### config.mk
export PLATFORM = sky130hd
export DESIGN_NAME = quad_sample_scheduler
export DESIGN_NICKNAME = d
export VERILOG_FILES = /design/src/rtl/quad_sample_scheduler_pkg.sv /design/src/rtl/quad_tick_gen.sv /design/src/rtl/quad_sample_scheduler.sv
export SDC_FILE = /design/constraint.sdc
export NUM_CORES = 1
export LEC_CHECK = 0
export ABC_CLOCK_PERIOD_IN_PS = 14500
export CAP_MARGIN = 20
export CORE_UTILIZATION = 50
export CTS_CLUSTER_DIAMETER = 50
export DETAILED_ROUTE_END_ITERATION = 12
export GPL_TIMING_DRIVEN = 0
export PLACE_DENSITY = 0.74
export SYNTH_ARGS = -nofsm -noshare
export SYNTH_HDL_FRONTEND = slang
export SYNTH_SLANG_ARGS = --single-unit
### constraint.sdc
create_clock -name clk -period 14.5 [get_ports clk]
set_input_delay 2.9 -clock clk [delete_from_list [all_inputs] [get_ports clk]]
set_output_delay 2.9 -clock clk [all_outputs]
set_load 0.03 [all_outputs]
### src/rtl/quad_sample_scheduler_pkg.sv
// Shared definitions for the quadrature sample scheduler: default widths,
// FSM state encoding and the channel-index width helper.
package quad_sample_scheduler_pkg;

    localparam int DEF_CNT_W = 24;

    typedef enum logic {
        ST_IDLE = 1'b0,
        ST_EMIT = 1'b1
    } state_t;

    // Channel index width; a single channel still gets a 1-bit index.
    function automatic int ch_w(input int n);
        return (n <= 1) ? 1 : $clog2(n);
    endfunction

endpackage

### src/rtl/quad_tick_gen.sv
// Sample-rate prescaler: counts 0..DIV-1 while enabled and flags the wrap cycle.
module quad_tick_gen #(
    parameter int DIV = 4
) (
    input  logic clk,
    input  logic reset_n,
    input  logic enable,
    output logic tick
);

    localparam int PW = $clog2(DIV);
    localparam logic [PW-1:0] LAST = PW'(DIV - 1);

    logic [PW-1:0] presc;

    assign tick = enable && (presc == LAST);

    // Prescaler: parked at 0 while disabled, wraps to 0 on the tick edge.
    always_ff @(posedge clk or negedge reset_n) begin
        if (!reset_n) begin
            presc <= '0;
        end else if (!enable || presc == LAST) begin
            presc <= '0;
        end else begin
            presc <= presc + 1'b1;
        end
    end

endmodule

### src/rtl/quad_sample_scheduler.sv
// Coherent snapshot of all encoder counters at a fixed rate, streamed out one
// channel per record with the delta since the previous snapshot.
//
//   state | meaning
//   IDLE  | waiting for the next sample tick
//   EMIT  | presenting record for channel ch until the host accepts it
module quad_sample_scheduler
    import quad_sample_scheduler_pkg::*;
#(
    parameter int NUM_ENC     = 6,
    parameter int CNT_W       = DEF_CNT_W,
    parameter int CLK_FREQ_HZ = 32_000_000,
    parameter int SAMPLE_HZ   = 1000,
    localparam int CH_W       = ch_w(NUM_ENC)
) (
    input  logic                     clk,
    input  logic                     reset_n,
    input  logic                     enable,
    input  logic [NUM_ENC*CNT_W-1:0] count_i,
    output logic                     sample_tick,
    output logic                     out_valid,
    input  logic                     out_ready,
    output logic [CH_W-1:0]          out_channel,
    output logic [CNT_W-1:0]         out_position,
    output logic [CNT_W-1:0]         out_delta,
    output logic                     overrun,
    input  logic                     overrun_clr
);

    localparam int DIV = CLK_FREQ_HZ / SAMPLE_HZ;

    state_t            state, state_nxt;
    logic [CH_W-1:0]   ch;
    logic [CNT_W-1:0]  snap [NUM_ENC];
    logic [CNT_W-1:0]  prev [NUM_ENC];
    logic              primed;
    logic              tick;
    logic              accept;
    logic              last_ch;

    quad_tick_gen #(.DIV(DIV)) u_tick_gen (
        .clk     (clk),
        .reset_n (reset_n),
        .enable  (enable),
        .tick    (tick)
    );

    assign accept  = (state == ST_EMIT) && out_ready;
    assign last_ch = (ch == CH_W'(NUM_ENC - 1));

    // FSM state register.
    always_ff @(posedge clk or negedge reset_n) begin
        if (!reset_n) begin
            state <= ST_IDLE;
        end else begin
            state <= state_nxt;
        end
    end

    // Next state and record outputs; the payload is a pure function of
    // registered state so it holds steady under backpressure.
    always_comb begin
        state_nxt    = state;
        out_valid    = 1'b0;
        out_channel  = '0;
        out_position = '0;
        out_delta    = '0;
        case (state)
            ST_IDLE: begin
                if (tick) state_nxt = ST_EMIT;
            end
            ST_EMIT: begin
                out_valid    = 1'b1;
                out_channel  = ch;
                out_position = snap[ch];
                out_delta    = primed ? (snap[ch] - prev[ch]) : '0;
                if (accept && last_ch) state_nxt = ST_IDLE;
            end
            default: state_nxt = ST_IDLE;
        endcase
    end

    // Snapshot capture, channel sequencing, previous-sample history and flags.
    always_ff @(posedge clk or negedge reset_n) begin
        if (!reset_n) begin
            ch          <= '0;
            primed      <= 1'b0;
            sample_tick <= 1'b0;
            overrun     <= 1'b0;
            for (int k = 0; k < NUM_ENC; k++) begin
                snap[k] <= '0;
                prev[k] <= '0;
            end
        end else begin
            sample_tick <= tick;
            // A tick landing mid-frame is dropped; set beats clear.
            if (tick && state == ST_EMIT) begin
                overrun <= 1'b1;
            end else if (overrun_clr) begin
                overrun <= 1'b0;
            end
            if (state == ST_IDLE && tick) begin
                for (int k = 0; k < NUM_ENC; k++) begin
                    snap[k] <= count_i[k*CNT_W +: CNT_W];
                end
                ch <= '0;
            end else if (accept) begin
                prev[ch] <= snap[ch];
                if (last_ch) begin
                    primed <= 1'b1;
                end else begin
                    ch <= ch + 1'b1;
                end
            end
        end
    end

endmodule

==> impl_metrics.json <==
{
  "grt_pass1_vias": 12000,
  "via_per_inst": 5.96,
  "reg2reg_to": "prev[132]$_DFFE_PN0P_",
  "r2r_setup_slack_ps": 11620,
  "power.density_nw_per_um2": 93.7,
  "cts_buffer_depth": 3,
  "holdPathStages": 2,
  "root_buffer": "clkbuf_16",
  "p_leak_nw": 8.73,
  "hold_slack_ps": 481,
  "r2r_start": "ch[1]$_DFFE_PN0P_",
  "dr_total_vias": 11900,
  "synth_top_area_frac": 0.520,
  "final_antenna_net_count": 0,
  "min_from": "prev[62]$_DFFE_PN0P_",
  "synthArstFlopShare": 1.00,
  "die_h_microns": 175,
  "drt_pass1_iterations": 7,
  "sw_frac_of_total": 0.207,
  "synth_area_leader_cell": "dfrtp_1",
  "endpoint_kind": "output port",
  "drive_gt1_frac": 0.0883,
  "wl_per_cell_microns": 22.1,
  "synth_area_leaders": "dfrtp_1 (52%), mux2_1 (9.6%), nand2_1 (5.5%), o21ai_0 (5.3%), a22oi_1 (3.1%)",
  "yosysUniqueCellTypes": 61,
  "whs_endpoint": "prev[62]$_DFFE_PN0P_",
  "hold_viol_final": 0,
  "nNetsFinal": 1775,
  "grt-ovfl-total": 0,
  "seq_area_frac_synth": 0.520,
  "cts_setup_buffers": 0,
  "io_pins": 203,
  "layout_worst_path_cycle_share": 0.628,
  "fin_util": 0.637,
  "pwr-share-clk": 0.462,
  "synthesis.nets": 1538,
  "min_path_type": "reg -> reg",
  "synth_commonest_cells": "dfrtp_1 (310), nand2_1 (218), o21ai_0 (159)",
  "cap_violations": 0,
  "required_ps": 11600,
  "grt_setup_unrepaired": "no",
  "arrival_ps": 6200,
  "max_slew_margin": 0.358,
  "p_switching_uw": 358,
  "slew_viol_final": 0,
  "die-area_sq_um": 30500,
  "path_max_fanout": 10,
  "syn_avg_cell_area_sq_um": 10.9,
  "fmax_ghz": 0.110,
  "synth_area_sq_um": 14900,
  "fin_crit_ps": 9100,
  "comb_power_share": 0.037,
  "clk_pin_slew_ps": 60,
  "die_w_microns": 175,
  "drt_iter0_markers": 971,
  "seqPwrFrac": 0.500,
  "core_sq_um": 29000,
  "ir_worst_vdd_mv": 0.100,
  "clock_skew_ps": 21.4,
  "reg2reg_depth": 9,
  "crit_type": "reg -> out",
  "ys_ff_latch": 310,
  "start_util": 0.514,
  "syn_inst": 1362,
  "gp_congestion": 0.899,
  "row_count": 62,
  "cts_max_level": 1,
  "synth_top_flop_cell": "dfrtp_1",
  "setup-violations-final": 0,
  "cts_sinks": 310,
  "ys_warn_count": 0,
  "cts.hold.buffers_added": 0,
  "p_int_mw": 1.37,
  "synth_edf_count": 0,
  "io_buffers": 202,
  "cp-start-kind": "flop",
  "grt_max_degree": 125,
  "clock_latency_ps": 570,
  "insertedDiodeCount": 0,
  "wirelength_mm": 44.3,
  "yosysMostFrequentCell": "dfrtp_1",
  "cts-buffers-inserted": 31,
  "cts_tree": "yes",
  "antenna_found_initial": 3,
  "status": "finished, final reports clean",
  "grt_usage": 0.293,
  "dpl.hpwl_mm": 32.0,
  "synthToLayoutAreaGrowth_pct": 23.9,
  "tightest_slew_ps": 962,
  "grt_pass1_wl_mm": 68.5,
  "drc": 0,
  "ctsResizeCount": 0
}
==> worst max-delay path: stages, from the launching register on <==
cell,delay (ps)
dfrtp_1,380
buf_2,190
nor3_1,340
buf_2,330
buf_2,380
buf_2,370
buf_2,330
a22oi_1,130
nand3_1,110
ha_1,160
inv_1,50
fa_1,440
a21o_1,230
a221oi_1,480
o21ai_1,230
a21oi_2,340
o311ai_0,240
mux2i_1,210
clkdlybuf4s50_1,680
==> cells in the final DEF, fill, tap and decap left out, types with 8 or more instances in the layout <==
cell | Yosys | routed
inv_1 | 29 | 29
mux2_1 | 127 | 127
nand3_1 | 13 | 13
ha_1 | 26 | 26
xnor2_1 | 12 | 12
buf_12 | 11 | 11
clkdlybuf4s50_1 | 0 | 201
clkbuf_1 | 41 | 52
nor2_1 | 37 | 37
a22o_1 | 18 | 18
nand2b_1 | 8 | 8
a221oi_2 | 23 | 23
a21oi_1 | 31 | 31
clkbuf_16 | 0 | 31
a221oi_1 | 23 | 23
and2_1 | 9 | 9
a22oi_1 | 61 | 61
xor2_1 | 12 | 12
nor2b_1 | 26 | 26
mux2_2 | 17 | 17
a221o_1 | 17 | 17
dfrtp_1 | 310 | 310
nand2_1 | 218 | 218
buf_2 | 30 | 30
nor3_1 | 15 | 15
o21ai_0 | 159 | 159
==> worst max path at each step <==
stage                                  from               endpoint  slack, ps  cells past startpoint
final                     ch[1]$_DFFE_PN0P_          out_delta[20]       5400                     18
after global placement              reset_n  prev[127]$_DFFE_PN0P_      -2550                      1
after global routing      ch[1]$_DFFE_PN0P_          out_delta[20]       4980                     18
after detailed placement  ch[1]$_DFFE_PN0P_          out_delta[20]       6120                     17
after floorplan           ch[1]$_DFFE_PN0P_          out_delta[18]       7640                     17
after CTS                 ch[1]$_DFFE_PN0P_          out_delta[20]       5480                     17
==> final cells by class <==
type | count | area [sq um]
Fill cell | 2374 | 10500
Sequential cell | 310 | 7760
Multi-Input combinational cell | 929 | 6430
Timing Repair Buffer | 204 | 2080
Clock buffer | 47 | 886
Buffer | 94 | 614
Tap cell | 384 | 480
Clock inverter | 6 | 109
Inverter | 29 | 109
==> flip-flops by register name (all words and copies together), names as in the netlist <==
name	flops
prev	144
u_tick_gen.presc	15
overrun	1
ch	3
sample_tick	1
snap	144
state	1
primed	1
==> stage by stage <==
stage / power (mW) / cells / instance area (sq um) / setup TNS [ps] / setup WS [ps]
final: 1.73 / 2003 / 18500 / 0 / 5400
after global routing: 1.77 / 2003 / 18500 / 0 / 4980
after CTS: 1.74 / 2003 / 18500 / 0 / 5480
after detailed placement: 0.948 / 1950 / 17500 / 0 / 6120
after global placement: 0.946 / 1948 / 17400 / -781990 / -2550
after floorplan: 0.884 / 1362 / 14900 / 0 / 7640
==> kinds of logic (layout without fill, tap and decap cells) <==
logic type               after synthesis  count (layout)  synth area share
AO/OA/AOI/OAI                        372             372             0.174
XOR/XNOR                              24              24            0.0141
adder cells (fa/ha/maj)               27              27            0.0232
buffers and inverters                123             380            0.0485
flip-flops                           310             310             0.520
multiplexers                         148             148             0.111
AND/OR/NAND/NOR                      358             358             0.109
==> per-layer routing <==
layer	wire, microns	global-route usage	vias up	part of all wire
met5	28	0	-	0.00063
met4	1390	0.0989	4	0.031
met3	3500	0.0498	97	0.079
met2	20800	0.478	591	0.47
met1	18600	0.396	5899	0.42
li1	-	-	5356	-
==> power by group through the flow <==
stage               sequential [mW]  combinational (mW)  clock, mW
finish                        0.866              0.0645      0.800
global route                  0.866              0.0697      0.837
CTS                           0.866              0.0656      0.804
detailed placement            0.882              0.0654          0
global placement              0.884              0.0628          0
floorplan                     0.882             0.00192          0
Note: power is estimated with default switching activity, not from simulation.
